$ cat src/rtl/mopshub_gen_pkg.sv
// Shared types and frame layout for the multi-bus uplink frame generator.
package mopshub_gen_pkg;

  typedef enum logic [2:0] {
    IDLE   = 3'd0,
    SIGNON = 3'd1,
    LOAD   = 3'd2,
    IRQ    = 3'd3,
    READ   = 3'd4,
    ACK    = 3'd5,
    NEXT   = 3'd6,
    DONE   = 3'd7
  } state_t;

  localparam int PAYLOAD_W = 76;
  localparam int BUS_LSB   = 71;
  localparam int BUS_W     = 5;
  localparam int COB_LSB   = 60;
  localparam int COB_W     = 11;
  localparam int DLC_LSB   = 56;
  localparam int DLC_W     = 4;

  localparam logic [3:0]  DLC_VAL = 4'd8;
  localparam logic [7:0]  SDO_CMD = 8'h40;
  localparam logic [15:0] SDO_IDX = 16'h1000;

  // Low 56 bits are an SDO-style expedited write carrying the sequence number.
  function automatic logic [PAYLOAD_W-1:0] build_payload(input logic [BUS_W-1:0] bus,
                                                         input logic [COB_W-1:0] cob,
                                                         input logic [15:0]      seq);
    return {bus, cob, DLC_VAL, SDO_CMD, SDO_IDX, 8'h00, 8'h00, seq};
  endfunction

endpackage

$ cat src/rtl/mopshub_gen_timer.sv
// Wait-state timeout counter: clr restarts the count in the same cycle,
// expire is high in the LIMIT-th consecutive cycle that run is held.
module mopshub_gen_timer #(
  parameter int LIMIT = 1024
) (
  input  logic clk,
  input  logic rst,
  input  logic clr,
  input  logic run,
  output logic expire
);

  localparam int W = $clog2(LIMIT + 1);
  localparam logic [W-1:0] LAST = W'(LIMIT - 1);

  logic [W-1:0] cnt;
  logic [W-1:0] cur;

  assign cur    = clr ? '0 : cnt;
  assign expire = run && (cur == LAST);

  always_ff @(posedge clk) begin
    if (rst) begin
      cnt <= '0;
    end else if (!run || expire) begin
      cnt <= '0;
    end else begin
      cnt <= cur + W'(1);
    end
  end

endmodule

$ cat src/rtl/mopshub_frame_gen.sv
// Uplink frame generator: sign-on sweep, then per-frame elink handshake with
// mopshubCore, holding each frame until the CAN transmission is reported done.
//
// Handshake: irq_elink is a level "frame valid"; it stays high and payload stays
// stable until the core answers with start_read_elink. end_read_elink and
// end_send_msg are single-cycle completions, honoured only in the state that
// waits for them (simultaneous completions are folded forward).
module mopshub_frame_gen
  import mopshub_gen_pkg::*;
#(
  parameter int         N_BUS       = 8,
  parameter int         N_FRAMES    = 16,
  parameter logic [6:0] NODE_ID     = 7'h01,
  parameter int         MODE        = 0,
  parameter int         TIMEOUT_CYC = 1024
) (
  input  logic        clk,
  input  logic        rst,
  input  logic        start,
  input  logic        loop_en,
  input  logic [4:0]  bus_fixed,
  input  logic        en,
  input  logic        start_read_elink,
  input  logic        end_read_elink,
  input  logic        end_send_msg,
  output logic        sign_on_sig,
  output logic        irq_elink,
  output logic [75:0] payload,
  output logic [11:0] canid,
  output logic [4:0]  bus_sel,
  output logic [15:0] frame_cnt,
  output logic        done,
  output logic        err_timeout,
  output state_t      state
);

  localparam logic [10:0] COB      = 11'h600 + {4'd0, NODE_ID};
  localparam logic [4:0]  LAST_BUS = 5'(N_BUS - 1);
  localparam logic [15:0] NF       = 16'(N_FRAMES);

  state_t     state_q;
  logic [4:0] fixed_bus;
  logic [4:0] first_bus;
  logic [4:0] next_bus;
  logic       wait_st;
  logic       entry;
  logic       expire;

  always_comb begin
    fixed_bus = 5'(({27'd0, bus_fixed}) % 32'(N_BUS));
    first_bus = (MODE == 1) ? fixed_bus : 5'd0;
    if (MODE == 1) begin
      next_bus = fixed_bus;
    end else begin
      next_bus = (bus_sel == LAST_BUS) ? 5'd0 : bus_sel + 5'd1;
    end
  end

  assign wait_st = (state == IRQ) || (state == READ) || (state == ACK);
  assign entry   = (state != state_q);

  mopshub_gen_timer #(
    .LIMIT(TIMEOUT_CYC)
  ) u_timer (
    .clk    (clk),
    .rst    (rst),
    .clr    (entry),
    .run    (wait_st),
    .expire (expire)
  );

  always_ff @(posedge clk) begin
    if (rst) begin
      state       <= IDLE;
      state_q     <= IDLE;
      sign_on_sig <= 1'b0;
      irq_elink   <= 1'b0;
      payload     <= '0;
      canid       <= '0;
      bus_sel     <= '0;
      frame_cnt   <= '0;
      done        <= 1'b0;
      err_timeout <= 1'b0;
    end else begin
      state_q     <= state;
      sign_on_sig <= 1'b0;
      case (state)
        IDLE, DONE: begin
          if (start) begin
            frame_cnt   <= '0;
            err_timeout <= 1'b0;
            bus_sel     <= '0;
            done        <= 1'b0;
            sign_on_sig <= 1'b1;
            state       <= SIGNON;
          end
        end
        SIGNON: begin
          if (bus_sel == LAST_BUS) begin
            bus_sel <= first_bus;
            state   <= LOAD;
          end else begin
            bus_sel     <= bus_sel + 5'd1;
            sign_on_sig <= 1'b1;
          end
        end
        LOAD: begin
          payload <= build_payload(bus_sel, COB, frame_cnt);
          canid   <= {1'b0, COB};
          if (en) begin
            irq_elink <= 1'b1;
            state     <= IRQ;
          end
        end
        IRQ: begin
          if (start_read_elink) begin
            irq_elink <= 1'b0;
            state     <= end_read_elink ? ACK : READ;
          end else if (expire) begin
            err_timeout <= 1'b1;
            irq_elink   <= 1'b0;
            state       <= LOAD;
          end
        end
        READ: begin
          if (end_read_elink) begin
            if (end_send_msg) begin
              frame_cnt <= frame_cnt + 16'd1;
              state     <= NEXT;
            end else begin
              state <= ACK;
            end
          end else if (expire) begin
            err_timeout <= 1'b1;
            state       <= LOAD;
          end
        end
        ACK: begin
          if (end_send_msg) begin
            frame_cnt <= frame_cnt + 16'd1;
            state     <= NEXT;
          end else if (expire) begin
            err_timeout <= 1'b1;
            state       <= LOAD;
          end
        end
        NEXT: begin
          if (frame_cnt == NF) begin
            if (loop_en) begin
              frame_cnt <= '0;
              bus_sel   <= first_bus;
              state     <= LOAD;
            end else begin
              done  <= 1'b1;
              state <= DONE;
            end
          end else begin
            bus_sel <= next_bus;
            state   <= LOAD;
          end
        end
        default: state <= IDLE;
      endcase
    end
  end

endmodule

$ cat config.mk
export PLATFORM = sky130hd
export DESIGN_NAME = mopshub_frame_gen
export DESIGN_NICKNAME = d
export VERILOG_FILES = /design/src/rtl/mopshub_gen_pkg.sv /design/src/rtl/mopshub_gen_timer.sv /design/src/rtl/mopshub_frame_gen.sv
export SDC_FILE = /design/constraint.sdc
export NUM_CORES = 1
export LEC_CHECK = 0
export BUFFER_PORTS_ARGS = -buffer_cell sky130_fd_sc_hd__buf_2
export CORE_ASPECT_RATIO = 0.8
export CORE_MARGIN = 2
export CORE_UTILIZATION = 50
export CTS_CLUSTER_SIZE = 28
export DETAILED_ROUTE_END_ITERATION = 6
export PLACE_DENSITY = 0.84
export SYNTH_ARGS = -nofsm -noshare
export SYNTH_HDL_FRONTEND = slang
export SYNTH_SLANG_ARGS = --single-unit
$ cat constraint.sdc
create_clock -name clk -period 3.95 [get_ports clk]
set_clock_uncertainty 0.2 [all_clocks]
set_input_delay 0.395 -clock clk [delete_from_list [all_inputs] [get_ports clk]]
set_output_delay 0.395 -clock clk [all_outputs]
set_load 0.02 [all_outputs]
==> metrics.md, run 1 <==
| Metric | Value |
|---|---|
| Outcome | `completed` |
| TritonCTS buffer count | `9` |
| Layout cells sized above 1 | `19.25%` |
| Initial antenna violation count | `0` |
| Largest net degree at the start of global routing | `53` |
| Psw | `526.2 µW` |
| Vias in the first global route | `2755` |
| Logic gate share of total power | `19.6%` |
| VDD IR-drop max | `0.1932 mV` |
| Clk sink count | `64` |
| Initial cell density of the core | `52.21%` |
| LEAKAGE | `1.630 nW` |
| DIE HEIGHT | `80.25 µm` |
| Worst-margin pin slew | `1.174 ns` |
| Ports | `129` |
| Crit end category | `flop` |
| WL final | `8203 µm` |
| Maximum clock rate | `321.2 MHz` |
| EDFF count, synth | `0` |
| Critical-path top delay cell | `dfxtp_1` |
| Max clock buf depth | `2` |
| Hold-fix buffers, CTS | `0` |
| Worst Setup Start Kind | `flop` |
| Tcrit/Tclk final | `78.82%` |
| Fin. max-slew vios | `0` |
| Bufs and invs on worst path | `1` |
| RSZ-0062 raised after global routing | `no` |
| Crit path from | `state[2]` |
| Arr. time, crit path | `3.18 ns` |
| Sw Ratio | `31.86%` |
| Fin Setup TNS | `0 ns` |
| # Max-Cap Violations | `0` |
| Post-DP HPWL | `5734 µm` |
| Final Hold Fails | `0` |
| First-pass GRT wire length | `13080 µm` |
| Sequential share of the synthesized area | `35.26%` |
| CTS H-tree depth | `3` |
| Internal Power | `1.126 mW` |
| Reg clk slew, reported paths | `0.08 ns` |
| Area Overhead vs Synth | `7.507%` |
| Routed length per placed instance | `13.76 µm` |
| Synth Register Bits | `64` |
| GP Congestion | `0.8424` |
| Top post-synthesis cells by area | `dfxtp_1 35%, buf_4 14%, nand2_1 7.3%` |
| Sequential share of power | `40.8%` |
| HP Class | `primary input to flop` |
| Final net count | `521` |
| Final setup viols | `0` |
| Vias per cell | `5.441` |
| Buffers added on ports | `65` |
| Critical path class | `flop to flop` |
| Post-synth top area share | `35.26%` |
| Worst-skew pair later-pin latency | `0.36 ns` |
| FP Rows | `27` |
| Syn_area_per_cell | `7.899 µm²` |
| Slew Limit Headroom | `21.70%` |
| Mapped Cells | `460` |
| Core area | `6959 µm²` |
| Via count | `3243` |
| Most frequent cells in the layout | `71 x nand2_1, 65 x buf_2, 64 x dfxtp_1, 58 x conb_1, 37 x a21oi_1` |
| Util after Layout | `56.13%` |
| Crit-path cells | `xor2_1, nor3_1, buf_4, and2_1, ha_1, and4_1, nand3_1, nor3_1, a311oi_1, a211oi_1` |
| Most used cell, CP | `nor3_1` |
| Die area | `7969 µm²` |
| CTS resizes | `0` |
| Synth Flop Type | `dfxtp_1` |
| Post-synth top area cell | `dfxtp_1` |
| Post-Place Cells | `580` |
| Grt ovf | `0` |
| Initial DRT Pass Iterations | `5` |
| Cell Count, Final, Fillers Out | `596` |
| 1st-iter DRT viols | `325` |
| Reg-to-Reg Start | `state[2]` |
| Drt drc | `0` |
| Yosys warns | `0` |
| Crit path required time | `4.02 ns` |
| Post-synth ARST share | `0%` |
| Gr usage total | `20.60%` |
| Family with the most delay on the worst path | `simple AND/OR/NAND/NOR gates` |
| Commonest non-fill, non-tap cell in the layout | `nand2_1` |
| Setup bufs post-CTS | `0` |
| Clk root buf | `clkbuf_8` |
| Min Tclk post-route | `3.113 ns` |
| Die X | `99.31 µm` |
| Hold Path Origin | `start_read_elink` |
| Crit path max fanout | `18` |
| CTS tree | `yes` |
| N_diodes | `0` |
| CP max stage delay | `0.69 ns` |
| Clk pwr share | `39.6%` |
| Power per cell area | `422.9 nW/µm²` |
| Antenna-violating nets left | `0` |
| Count of cell types in the netlist | `55` |
| Post-synthesis cell area | `3633 µm²` |
[Yosys cell counts, types with 6 or more instances]
cell / number
nand2_1: 71
buf_4: 67
dfxtp_1: 64
a21oi_1: 37
nor2_1: 31
nand3_1: 22
o21ai_0: 13
a31oi_1: 11
clkbuf_1: 11
buf_2: 10
xor2_1: 10
nor3_1: 9
inv_1: 7
nand2b_1: 7
a311oi_1: 6
or3_1: 6
[worst paths after layout]
kind	slack (ns)	end	depth (start not counted)
worst max-delay path	0.84	state[1]	10
worst min-delay path	0.20	state[2]	3
worst max register to register	0.84	state[1]	10
worst min register to register	0.25	payload[15]	2
[state kept, by name, summed over array words and instances (netlist names)]
signal	cells
bus_sel	5
done	1
sign_on_sig	1
state_q	3
payload	22
state	3
frame_cnt	16
err_timeout	1
u_timer.cnt	11
irq_elink	1
[kinds of logic (layout without fill, tap and decap cells)]
family          count (synthesis)  in the layout  synth area share, %
other cells                     1             58               0.1032
mux                             5              5                1.481
simple gates                  187            187                26.14
compound gates                 89             89                15.05
xor+xnor                       11             11                2.651
flops                          64             64                35.26
buf+inv                        99             91                17.94
fa+ha+maj                       4              4                1.377
[routing by layer]
| layer | global-route usage [%] | vias to the layer above | share of wire, % |
|---|---|---|---|
| met5 | 0 | - | 0 |
| met4 | 8.356 | 0 | 1.8 |
| met3 | 4.961 | 15 | 8.6 |
| met2 | 30.68 | 158 | 44 |
| met1 | 28.61 | 1515 | 45 |
| li1 | - | 1555 | - |
[cell type report]
class,count,area (µm²)
inverter,7,26.28
multi-input combinational,354,1914
clock buffer,9,123.9
sequential,64,1281
timing repair buffer,68,347.8
fill,650,3053
clock inverter,7,103.9
tap,87,108.9
[stage by stage]
step	setup WS [ns]	power, mW	hold slack, ns	instance area, µm²
5_1_grt	0.5404	1.720	0.2351	3906
4_1_cts	0.8502	1.654	0.1913	3906
6_report	0.8367	1.652	0.1959	3906
3_3_place_gp	1.039	0.9957	0.2382	3679
3_5_place_dp	0.8751	1.005	0.2431	3679
2_1_floorplan	1.086	0.9790	0.2716	3847
[power by group through the flow]
stage,Sequential (mW),Combinational [mW],Clock (mW)
global placement,0.687,0.309,0
CTS,0.673,0.318,0.662
global route,0.675,0.357,0.687
detailed placement,0.688,0.316,0
finish,0.674,0.324,0.655
floorplan,0.705,0.274,0
[worst register-to-register path: cells and delay by family (launching register included)]
family	cells	cell delay, ns
fa+ha+maj	1	0.21
flops	1	0.69
buf+inv	1	0.19
compound gates	2	0.43
xor+xnor	1	0.17
simple gates	5	1.15
No activity file was read; power rests on OpenSTA's default activity.
==> inputs of run 2 (changes only) <==
Clock period 3.95 ns to 3.2 ns, I/O delays scaled along.
==> run 2 against run 1 <==
Combinational power increased by 25%; sequential share of layout area is 0.38 points lower; utilization grew 0.67 points; critical path depth unchanged; power is 26% higher; final cell count increased by 0.67%; register-to-register slack got worse by 0.38 ns; final area grew 1.2%; via count shrank 2.0%; non-clock buffer count rose by 4; die area is the same; global-route usage is 0.44 points lower; critical path type unchanged; critical endpoint unchanged.
==> metrics.md, run 2 (synthesis gave the netlist of run 1 again) <==
| Metric | Value |
|---|---|
| CTS H-tree depth | `3` |
| Ports | `129` |
| Fin. max-slew vios | `0` |
| Clk pwr share | `40.8%` |
| Vias in the first global route | `2660` |
| Most frequent cells in the layout | `71 x nand2_1, 65 x buf_2, 64 x dfxtp_1, 58 x conb_1, 37 x a21oi_1` |
| Leading registers by flop count | `payload (22), frame_cnt (16), u_timer.cnt (11)` |
| Commonest non-fill, non-tap cell in the layout | `nand2_1` |
| Setup bufs post-CTS | `0` |
| First-pass GRT wire length | `12770 µm` |
| Min Tclk post-route | `2.748 ns` |
| Buffers added on ports | `65` |
| Hold depth | `3` |
| Core area | `6959 µm²` |
| Largest net degree at the start of global routing | `53` |
| 1st-iter DRT viols | `189` |
| Worst-skew pair later-pin latency | `0.36 ns` |
| LEAKAGE | `1.656 nW` |
| Fin Setup TNS | `0 ns` |
| Initial antenna violation count | `0` |
| Logic gate share of total power | `19.3%` |
| CTS resizes | `0` |
| Final Hold Fails | `0` |
| Critical path class | `flop to flop` |
| HP Class | `primary input to flop` |
| Util after Layout | `56.80%` |
| Crit-path cells | `xor2_1, nor3_1, buf_4, and2_1, ha_1, and4_1, nand3_1, nor3_1, a311oi_1, a211oi_1` |
| Initial cell density of the core | `52.21%` |
| Drt drc | `0` |
| WL final | `7962 µm` |
| Post-DP HPWL | `5622 µm` |
| Crit path required time | `3.26 ns` |
| Clk root buf | `clkbuf_8` |
| Clk sink count | `64` |
| Design Area, Final | `3953 µm²` |
| FP Rows | `27` |
| Via count | `3178` |
| N_diodes | `0` |
| Die X | `99.31 µm` |
| Gr usage total | `20.15%` |
| Arr. time, crit path | `2.81 ns` |
| CP max stage delay | `0.41 ns` |
| Max clock buf depth | `2` |
| Most used cell, CP | `nor3_1` |
| Vias per cell | `5.297` |
| Bufs and invs on worst path | `1` |
| Tcrit/Tclk final | `85.88%` |
| Initial DRT Pass Iterations | `5` |
| Psw | `623.8 µW` |
| TritonCTS buffer count | `9` |
| Reg clk slew, reported paths | `0.07 ns` |
| DP Area | `3709 µm²` |
| Slew Limit Headroom | `38.03%` |
| Maximum clock rate | `363.9 MHz` |
| Outcome | `completed` |
| Hold-fix buffers, CTS | `0` |
| Worst Setup Start Kind | `flop` |
| Family with the most delay on the worst path | `simple AND/OR/NAND/NOR gates` |
| GP Congestion | `0.8515` |
| Area Overhead vs Synth | `8.781%` |
| Internal Power | `1.464 mW` |
| Grt ovf | `0` |
| Power Total | `2.088 mW` |
| VDD IR-drop max | `0.2360 mV` |
| Antenna-violating nets left | `0` |
| Sequential share of power | `39.8%` |
| R2R cell count | `10` |
| Power per cell area | `528.3 nW/µm²` |
| RSZ-0062 raised after global routing | `no` |
| Sw Ratio | `29.87%` |
| Number of flip-flops in the largest register | `22` |
| CTS tree | `yes` |
| Crit end category | `flop` |
| # Max-Cap Violations | `0` |
| Largest Register | `payload` |
| Layout cells sized above 1 | `19.88%` |
| Worst-margin pin slew | `0.9296 ns` |
| Final setup viols | `0` |
| Critical-path top delay cell | `nor3_1` |
| Crit path max fanout | `8` |
| # fillers | `659` |
| Final net count | `525` |
| Routed length per placed instance | `13.27 µm` |
| Worst path depth | `10` |
| DIE HEIGHT | `80.25 µm` |
| Die area | `7969 µm²` |
## run 2: cell types whose count changed in the layout (fill, tap and decap cells not counted)
cell and delta:
buf_4 +4, clkinvlp_4 +1, inv_6 -2, clkinv_4 -1, clkinv_2 +1, bufinv_16 +1
## run 2: power groups by stage
stage / clock network (mW) / logic [mW] / registers, mW
after detailed placement: 0 / 0.393 / 0.850
after CTS: 0.860 / 0.398 / 0.832
after floorplan: 0 / 0.339 / 0.870
after global placement: 0 / 0.384 / 0.848
after global routing: 0.895 / 0.443 / 0.834
final: 0.852 / 0.404 / 0.832
## run 2: worst paths after layout
path	slack (ns)	end	from
setup reg to reg	0.45	state[1]	state[1]
setup / recovery	0.45	state[1]	state[1]
hold reg to reg	0.25	payload[4]	payload[4]
hold / removal	0.11	irq_elink	start_read_elink
## run 2: routing by layer
layer  track usage (%)  share of wire (%)  up-vias
met5                 0                  0        -
met2             31.62                 44      157
li1                  -                  -     1563
met1             26.60                 45     1440
met4             7.397                1.7        0
met3             5.483                9.0       18
## run 2: worst reg2reg max path, stage by stage (launching register included)
cell	delay (ns)
dfxtp_1	0.32
xor2_1	0.18
nor3_1	0.19
buf_4	0.17
and2_1	0.15
ha_1	0.20
and4_1	0.25
nand3_1	0.14
nor3_1	0.41
a311oi_1	0.18
a211oi_1	0.25
## run 2: cell type report
cell class / instances / area [µm²] / share of cell area [%]
Inverter: 7 / 26.28 / 0.6648
Timing Repair Buffer: 72 / 377.9 / 9.560
Multi-Input combinational cell: 354 / 1914 / 48.43
Tap cell: 87 / 108.9 / 2.754
Sequential cell: 64 / 1281 / 32.42
Clock buffer: 9 / 123.9 / 3.134
Clock inverter: 7 / 120.1 / 3.039
## run 2: through the flow
step / cells / setup WS [ns] / hold WS, ns
3_3_place_gp: 584 / 0.6401 / 0.2384
3_5_place_dp: 584 / 0.5724 / 0.2436
2_1_floorplan: 517 / 0.3356 / 0.2036
6_report: 600 / 0.4519 / 0.1132
4_1_cts: 600 / 0.4956 / 0.1116
5_1_grt: 600 / 0.2076 / 0.1490
